<file path="config.mk">
export PLATFORM = sky130hd
export DESIGN_NAME = serializador_8bit
export DESIGN_NICKNAME = d
export VERILOG_FILES = /design/src/rtl/serializador_8bit.sv
export SDC_FILE = /design/constraint.sdc
export NUM_CORES = 1
export LEC_CHECK = 0
export BUFFER_PORTS_ARGS = -buffer_cell sky130_fd_sc_hd__buf_2
export CAP_MARGIN = 10
export CORE_MARGIN = 2
export CORE_UTILIZATION = 46
export CTS_BUF_LIST = sky130_fd_sc_hd__clkbuf_8
export CTS_CLUSTER_SIZE = 24
export DETAILED_ROUTE_END_ITERATION = 10
export PLACE_DENSITY_LB_ADDON = 0.12
export SYNTH_ARGS = -nofsm -noshare
export SYNTH_HDL_FRONTEND = slang
export SYNTH_SLANG_ARGS = --single-unit
export TNS_END_PERCENT = 10
</file>
<file path="constraint.sdc">
create_clock -name clock -period 1.9 [get_ports clock]
set_input_delay 0.38 -clock clock [delete_from_list [all_inputs] [get_ports clock]]
set_output_delay 0.38 -clock clock [all_outputs]
set_load 0.01 [all_outputs]
</file>
<file path="src/rtl/serializador_8bit.sv">
// Parallel-in / serial-out transmitter: captures a word on carregar and shifts it
// out one bit per habilita tick, with registered busy/done status.
module serializador_8bit #(
  parameter int LARGURA      = 8,
  parameter bit MSB_PRIMEIRO = 1'b1
) (
  input  logic               clock,
  input  logic               reset,
  input  logic [LARGURA-1:0] entrada,
  input  logic               carregar,
  input  logic               habilita,
  output logic               saida_serial,
  output logic               ocupado,
  output logic               fim
);

  localparam int CW = $clog2(LARGURA + 1);
  localparam logic [CW-1:0] UM = CW'(1);
  localparam logic [CW-1:0] CARGA = CW'(LARGURA);

  typedef enum logic {
    OCIOSO    = 1'b0,
    TRANSMITE = 1'b1
  } estado_t;

  estado_t            estado_r, estado_s;
  logic [LARGURA-1:0] shift_r, shift_s;
  logic [CW-1:0]      count_r, count_s;
  logic               saida_r, saida_s;
  logic               ocupado_r, ocupado_s;
  logic               fim_r, fim_s;

  // Moves the next bit to transmit into the output position of the shift register.
  function automatic logic [LARGURA-1:0] desloca(input logic [LARGURA-1:0] v);
    if (MSB_PRIMEIRO) begin
      desloca = {v[LARGURA-2:0], 1'b0};
    end else begin
      desloca = {1'b0, v[LARGURA-1:1]};
    end
  endfunction

  function automatic logic bit_frente(input logic [LARGURA-1:0] v);
    if (MSB_PRIMEIRO) begin
      bit_frente = v[LARGURA-1];
    end else begin
      bit_frente = v[0];
    end
  endfunction

  // State and output registers; reset aborts any transfer without a done pulse.
  always_ff @(posedge clock) begin
    if (reset) begin
      estado_r  <= OCIOSO;
      shift_r   <= {LARGURA{1'b0}};
      count_r   <= {CW{1'b0}};
      saida_r   <= 1'b0;
      ocupado_r <= 1'b0;
      fim_r     <= 1'b0;
    end else begin
      estado_r  <= estado_s;
      shift_r   <= shift_s;
      count_r   <= count_s;
      saida_r   <= saida_s;
      ocupado_r <= ocupado_s;
      fim_r     <= fim_s;
    end
  end

  // Next-state logic; output values are computed one cycle ahead so they leave registered.
  always_comb begin
    estado_s  = estado_r;
    shift_s   = shift_r;
    count_s   = count_r;
    saida_s   = saida_r;
    ocupado_s = ocupado_r;
    fim_s     = 1'b0;
    case (estado_r)
      OCIOSO: begin
        saida_s   = 1'b0;
        ocupado_s = 1'b0;
        if (carregar) begin
          shift_s   = entrada;
          count_s   = CARGA;
          saida_s   = bit_frente(entrada);
          ocupado_s = 1'b1;
          estado_s  = TRANSMITE;
        end else begin
          estado_s  = OCIOSO;
        end
      end
      TRANSMITE: begin
        if (habilita) begin
          if (count_r > UM) begin
            shift_s = desloca(shift_r);
            count_s = count_r - UM;
            saida_s = bit_frente(desloca(shift_r));
          end else begin
            estado_s  = OCIOSO;
            shift_s   = {LARGURA{1'b0}};
            count_s   = {CW{1'b0}};
            saida_s   = 1'b0;
            ocupado_s = 1'b0;
            fim_s     = 1'b1;
          end
        end else begin
          estado_s = TRANSMITE;
        end
      end
      default: begin
        estado_s  = OCIOSO;
        saida_s   = 1'b0;
        ocupado_s = 1'b0;
      end
    endcase
  end

  assign saida_serial = saida_r;
  assign ocupado      = ocupado_r;
  assign fim          = fim_r;

endmodule

</file>
; After elaboration in Yosys (flattened, before gate mapping)
; Index checks and enable logic that the tools add are counted.
[classes]
n_eq_ne = 3
n_addsub = 1
muxes = 20
bitwise = 2
n_lt_le_gt_ge = 1
n_reduce_logical = 3
[ops]
columns = cell, count
row1 = $mux 7, 3
row2 = $pmux 7 s2, 1
row3 = $mux 4, 3
row4 = $mux 1, 9
row5 = $pmux 4 s2, 1
row6 = $ne 2x2->1 const B, 3
row7 = $pmux 1 s2, 3
row8 = $gt 4x1->1 const B, 1
row9 = $reduce_and 2->1, 2
row10 = $sub 4x1->4 const B, 1
row11 = $reduce_or 3->1, 1
row12 = $not 1->1, 2
[word_totals]
output_inout_bits = 3
regBits = 15

; Longest topological paths before layout
; Gate-level depths: netlist of the first run.
[depth]
depth_word = 4
depth_mapped = 5
mapped_depth_nobuf = 5

; Worst setup path after synthesis of the first run
; Ideal clock, no wire load.
[synth_timing]
path_type = register -> register
from = register count_r[0]
to = register count_r[0]
stages_incl_launch_ff = 6
setup_slack_ns = 0.491
n_path_buf = 0
period_less_slack_ns = 1.409
t_required_ns = 1.831
arrival_time_ns = 1.340
path_cell_list = dfxtp_1 -> inv_1 -> ha_1 -> or2_2 -> a211o_1 -> a21oi_2
[synth_between]
elab_chain_len = 4
word_cells_on_any_way = 5
[synth_lines]
columns = item, line
row1 = start: declaration, 28  ; logic [CW-1:0] count_r, count_s;
row2 = start signal: assignment, 55  ; count_r <= {CW{1'b0}};
row3 = start signal: assignment, 62  ; count_r <= count_s;
row4 = $sub 4x1->4 or $gt 4x1->1 (tied branches), "95, 93"
row5 = $mux 4 (*), 93  ; if (count_r > UM) begin
row6 = $mux 4 (*), 92  ; if (habilita) begin
row7 = $pmux 4 s2 (*), 77  ; case (estado_r)
; Every way passes the cells marked *; elsewhere a longest branch is shown, timed or not. The select of a mux whose other input is x is not followed.
; A chain may end at the register's enable or synchronous reset.

; Worst setup path after layout of the first run
[layout_timing]
from = register count_r[0]
to = register saida_r, in the netlist saida_serial
[layout_between]
elab_chain_len = 4
[layout_lines]
columns = item, line
row1 = $gt 4x1->1, 93
row2 = $mux 1, 93
row3 = $mux 1, 92
row4 = $pmux 1 s2, 77
row5 = end signal: assignment, 63  ; saida_r <= saida_s;
row6 = end: declaration, 29  ; logic saida_r, saida_s;
; Every way passes these cells. The select of a mux whose other input is x is not followed.

==> flow_summary_export.csv, run 1 <==
group,metric,value,unit
run_status,status,"completed",
critical_path,setup.worst_path.end,"saida_serial",
floorplanning,start_util,50.7,%
drt,dr.pass1.iters,4,
clock_tree,cts-resized-gates,0,
critical_path,end_kind,"flop",
global_routing,grt-ovfl-total,0,
sta,max_slew_margin,72.4,%
critical_path,crit_family,"flip-flops",
floorplanning,die_area,0.00205,sq mm
sta,fin_tns_setup,0,ns
critical_path,cp.depth,5,
final_layout,syn_to_final_growth,14.4,%
sta,min_period,1.53,ns
yosys,syn_nets,97,
clock_tree,cts_tree,"built",
sta,setup_violations,0,
critical_path,cp_num_buf_inv,1,
yosys,ys_top_cells_by_area,"dfxtp_1 (38%), o211ai_1 (6.7%), a211oi_2 (6.4%)",
drt,drc,0,
drt,drtIter0Drc,19,
clock_tree,cts.reportedPaths.clkPinSlew,0.06,ns
yosys,synth_fa_ha_area_share,3.20,%
final_layout,final_core_util,58.0,%
pwr,ir_worst_vdd,0.641,mV
yosys,synthArstFlopShare,0,%
clock_tree,cts_made_buffers,3,
clock_tree,post-cts-setup-buffers,0,
sta,grt_setup_unrepaired,"false",
yosys,yosysWarnings,0,
critical_path,crit_path_max_fanout,10,
pwr,power.density,823,mW/mm^2
drt,routed_wirelength,1600,microns
drt,via_count,650,
sta,final_min_period_over_clock_period,80.4,%
place,dp_hpwl,1150,microns
clock_tree,cts_sinks,15,
yosys,synthMuxAreaShare,6.08,%
clock_tree,clk-insertion-delay-late,0.24,ns
yosys,yosysTopAreaCell,"dfxtp_1",
critical_path,path_class,"reg2reg",
sta,clock.fmax,654,MHz
global_routing,grt_max_degree,16,
sta,hold_slack,0.387,ns
yosys,yosys.area.top_type_share,38.4,%
clock_tree,clock_tree.buffer_depth,2,
yosys,synth_edf_count,0,
place,portBuffers,14,
critical_path,crit_start,"count_r[0]",
critical_path,crit_chain,"inv_1 > ha_1 > nor2_2 > o211ai_1 > a311oi_1",
critical_path,reg2regPathDepth,5,
floorplanning,die_h,45.2,microns
critical_path,arrival,1.69,ns
critical_path,crit_required,2.06,ns
final_layout,diodes,0,
critical_path,start_kind,"flop",
sta,tightest_slew,0.413,ns
pwr,leakage,0.340,nW
floorplanning,ios,15,
drt,vias_per_cell,5.70,
sta,finClkSkew,0.00122,ns
floorplanning,core,0.00154,sq mm
yosys,synth.avg_cell_area,9.42,sq um
sta,hold_viol_final,0,
final_layout,fill_cells,143,
yosys,synthSimpleGateAreaFrac,17.0,%
floorplanning,fp.dieW,45.2,microns
yosys,synth_compound_area_share,30.6,%
critical_path,rr_endpoint,"saida_serial",
floorplanning,std_cell_rows,14,
critical_path,slowest_delay,0.41,ns
final_layout,drive_above_1_share,29.6,%
yosys,yosysMostFrequentCell,"dfxtp_1",
yosys,synthTopCellsByCount,"dfxtp_1 (15), nor2_1 (9), o211ai_1 (7)",
drt,routedWlPerCell,14.1,microns
place,gp_congestion,0.798,
yosys,ys_seq_area_share,38.4,%
yosys,syn-cell-area,782,sq um
yosys,ys_seq_elements,15,
critical_path,r2r-start,"count_r[0]",
clock_tree,h-tree-depth,1,
yosys,synth_top_flop_cell,"dfxtp_1",
clock_tree,root_buffer,"clkbuf_8",
final_layout,final_nets,113,
yosys,synthXorXnorAreaFrac,0,%
global_routing,antenna_found_initial,0,
global_routing,track_usage,18.4,%
run,cap_violations,0,
final_layout,multi_input_area,444,sq um
global_routing,grt_pass1_vias,599,
yosys,synth_cell_type_count,33,
drt,ant_nets,0,
clock_tree,postCtsHoldBufs,0,
sta,final_max_slew_viol_count,0,
critical_path,crit_slowest_cell,"dfxtp_1",
global_routing,grt_pass1_wl,2680,microns
yosys,synth_top_family_by_area,"compound AO/OA/AOI/OAI gates",
yosys,syn_inst,83,
worst_hold_path,hold_class,"in2reg",
final_layout,seqCellArea,300,sq um
critical_path,reg2reg_slack,0.37,ns
layout make-up:
cell class | count | area share, %
inverters | 2 | 0.839
multi-input cells | 62 | 49.7
repair buffers | 15 | 8.67
well taps | 16 | 2.24
flip-flops and latches | 15 | 33.6
clock buffers | 3 | 4.62
clock inverters | 1 | 0.420
power by group:
part | switching [mW] | total [mW] | internal [mW]
clock | 0.105 | 0.248 | 0.143
combinational | 0.0736 | 0.130 | 0.0564
sequential | 0.0204 | 0.359 | 0.339
how the worst min path moves through the flow:
stage / from / end / slack (ns) / cells past startpoint
after global placement: count_r[1] / count_r[1] / 0.48 / 2
after floorplan: reset / saida_serial / 0.45 / 1
after CTS: entrada[0] / shift_r[0] / 0.38 / 3
after global routing: entrada[7] / saida_serial / 0.42 / 3
after detailed placement: count_r[1] / count_r[1] / 0.49 / 2
final: entrada[0] / shift_r[0] / 0.39 / 3
cells by family (layout without fill, tap and decap cells):
kind of cell / Yosys count / count (layout)
compound gates: 31 / 31
mux: 3 / 3
fa+ha+maj: 2 / 2
flops: 15 / 15
simple gates: 26 / 26
buf+inv: 6 / 21
through the flow:
stage	worst slack, ns	cell area, sq um	cells	power, mW
after global routing	0.238	895	114	0.773
after floorplan	0.491	782	83	0.461
final	0.371	895	114	0.737
after CTS	0.372	895	114	0.744
after global placement	0.444	850	110	0.493
after detailed placement	0.389	850	110	0.496
cell usage in the layout (no fill, tap or decap), drive strengths merged, types with 2 or more instances in the layout:
cell type / n
nor2b: 2
nand2b: 2
nor4: 2
o211ai: 7
a211oi: 6
a21oi: 8
nand2: 5
inv: 3
a211o: 2
or2: 2
dfxtp: 15
mux2i: 2
clkbuf: 3
nor2: 10
ha: 2
a31oi: 2
o21ai: 2
buf: 15
state kept, by name (all words and copies together) (netlist names):
name          cells
saida_serial      1
count_r           4
fim               1
ocupado           1
shift_r           7
estado_r          1
metal layers:
metal | vias to the layer above | GRT usage (%) | share of wire [%]
met1 | 297 | 25.2 | 51
met2 | 11 | 26.6 | 44
met5 | - | 0 | 0
li1 | 340 | - | -
met4 | 0 | 5.29 | 0.62
met3 | 2 | 7.20 | 4.1
worst reg2reg max path: stages, from the launching register on:
cell and delay [ns]:
dfxtp_1 0.41, inv_1 0.07, ha_1 0.23, nor2_2 0.33, o211ai_1 0.15, a311oi_1 0.25
Power figures use the tool's default switching activity.
==> run 2: changes to the inputs <==
==> constraint.sdc (replaced) <==
create_clock -name clock -period 1.25 [get_ports clock]
set_input_delay 0.25 -clock clock [delete_from_list [all_inputs] [get_ports clock]]
set_output_delay 0.25 -clock clock [all_outputs]
set_load 0.01 [all_outputs]
==> run 2 against run 1 <==
Net effect: the run now ends with negative setup slack left; maximum frequency increased by 18%; largest cell class unchanged; design area up 12%; first-iteration DRC count stayed put; hold slack got worse by 0.12 ns; via count grew 9.2%.
==> flow_summary_export.csv, run 2 (synthesized netlist as in run 1, its figures left out) <==
group,metric,value,unit
run_status,status,"finished with violations",
run_status,violations,"negative setup slack",
final_layout,diodes,0,
global_routing,grt_pass1_wl,3150,microns
place,place_inst,118,
critical_path,end_kind,"flop",
pwr,combPwrFrac,20.7,%
critical_path,path_class,"reg2reg",
sta,clock.fmax,774,MHz
critical_path,crit_start,"count_r[0]",
drt,drc,0,
floorplanning,std_cell_rows,14,
pwr,ir_worst_vdd,0.641,mV
floorplanning,core,0.00154,sq mm
floorplanning,die_area,0.00205,sq mm
floorplanning,start_util,50.7,%
final_layout,largestRegisters,"shift_r (7), count_r (4)",
place,portBuffers,14,
pwr,switchingPower,0.335,mW
global_routing,grt_pass1_vias,713,
critical_path,crit_required,1.43,ns
pwr,leakage,0.392,nW
global_routing,track_usage,22.1,%
sta,final_max_slew_viol_count,0,
final_layout,largest_reg_flops,7,
worst_hold_path,hold_class,"in2reg",
pwr,switching_share,28.3,%
clock_tree,postCtsHoldBufs,0,
critical_path,reg2regPathDepth,5,
floorplanning,die_h,45.2,microns
final_layout,top_register,"shift_r",
final_layout,syn_to_final_growth,28.3,%
clock_tree,cts_sinks,15,
sta,tightest_slew,0.350,ns
place,placed_area,942,sq um
sta,worst_slack,-0.0416,ns
drt,routed_wirelength,1940,microns
drt,dr.pass1.iters,4,
sta,grt_setup_unrepaired,"true",
drt,ant_nets,0,
floorplanning,ios,15,
critical_path,start_kind,"flop",
sta,fin_tns_setup,-0.0851,ns
drt,drtIter0Drc,19,
pwr,power.internal,0.848,mW
pwr,p_seq_share,45.8,%
clock_tree,root_buffer,"clkbuf_8",
critical_path,rr_endpoint,"count_r[1]",
critical_path,setup.worst_path.end,"count_r[1]",
critical_path,arrival,1.47,ns
clock_tree,cts.reportedPaths.clkPinSlew,0.06,ns
clock_tree,clk-insertion-delay-late,0.25,ns
drt,vias_per_cell,5.82,
sta,min_period,1.29,ns
sta,finClkSkew,0.00238,ns
pwr,clockPowerShare,33.5,%
final_layout,final_common_cell,"buf_2",
final_layout,final_nets,121,
place,dp_hpwl,1350,microns
critical_path,reg2reg_slack,-0.04,ns
place,gp_congestion,0.702,
pwr,total_power,1.18,mW
clock_tree,cts_made_buffers,3,
global_routing,grt-ovfl-total,0,
final_layout,final_cell_mix,"buf_2 (14), dfxtp_1 (12), nor2_1 (9)",
sta,max_slew_margin,76.2,%
final_layout,layoutNonFillerInstCount,122,
sta,hold_slack,0.263,ns
clock_tree,cts_tree,"built",
critical_path,crit_path_max_fanout,4,
clock_tree,clock_tree.buffer_depth,2,
final_layout,stdcell_area,0.00100,sq mm
floorplanning,fp.dieW,45.2,microns
final_layout,drive_above_1_share,44.3,%
sta,hold_viol_final,0,
sta,final_min_period_over_clock_period,103,%
run,cap_violations,0,
critical_path,r2r-start,"count_r[0]",
drt,via_count,710,
global_routing,antenna_found_initial,0,
clock_tree,h-tree-depth,1,
pwr,power.density,1180,mW/mm^2
drt,routedWlPerCell,15.9,microns
sta,setup_violations,3,
global_routing,grt_max_degree,16,
[run 2: cell types whose count changed in the layout (fill, tap and decap cells not counted), sizes merged]
cell,previous run,this run
buf,15,23
clkinv,0,1
inv,3,2
[run 2: worst min-delay path by stage]
stage | from | endpoint | slack [ns] | depth (start not counted)
floorplan | reset | saida_serial | 0.32 | 1
detailed placement | saida_serial | saida_serial | 0.49 | 2
global route | entrada[7] | saida_serial | 0.29 | 3
CTS | entrada[0] | shift_r[0] | 0.27 | 3
global placement | saida_serial | saida_serial | 0.48 | 2
finish | entrada[0] | shift_r[0] | 0.26 | 3
[run 2: power groups by stage]
stage	logic (mW)	registers (mW)	clock network (mW)
3_5_place_dp	0.235	0.550	0
2_1_floorplan	0.161	0.543	0
3_3_place_gp	0.228	0.548	0
5_1_grt	0.266	0.544	0.422
4_1_cts	0.240	0.540	0.399
6_report	0.245	0.541	0.396
[run 2: what timing repair did]
item	4_1_cts	5_1_grt
gates resized for setup	3	2
pin swaps	1	5
endpoints found under the setup margin	8	10
setup buffers	0	0
[run 2: cell type report]
cell class | count | area (sq um)
timing repair buffer | 23 | 141
multi-input combinational | 62 | 482
inverter | 2 | 7.51
clock buffer | 3 | 41.3
clock inverter | 1 | 5.00
sequential | 15 | 307
fill | 151 | 538
tap | 16 | 20.0
[run 2: routing by layer]
layer  part of all wire, %  global-route usage [%]  vias up
met1                    46                    25.1      334
li1                      -                       -      357
met3                   4.9                    7.20        2
met2                    49                    38.9       17
met5                     0                       0        -
met4                  0.88                    7.06        0
[run 2: metrics by stage]
stage               setup slack [ns]  util [%]
floorplan                   -0.00568         -
detailed placement           -0.0583      61.1
finish                       -0.0416      65.1
CTS                          -0.0473      64.8
global placement             -0.0132      61.1
global route                 -0.0951      65.1
[run 2: critical path, stage by stage (launching register included)]
cell     delay [ns]
dfxtp_4        0.38
inv_2          0.05
ha_4           0.17
or2_4          0.24
a211o_1        0.27
a21oi_2        0.13
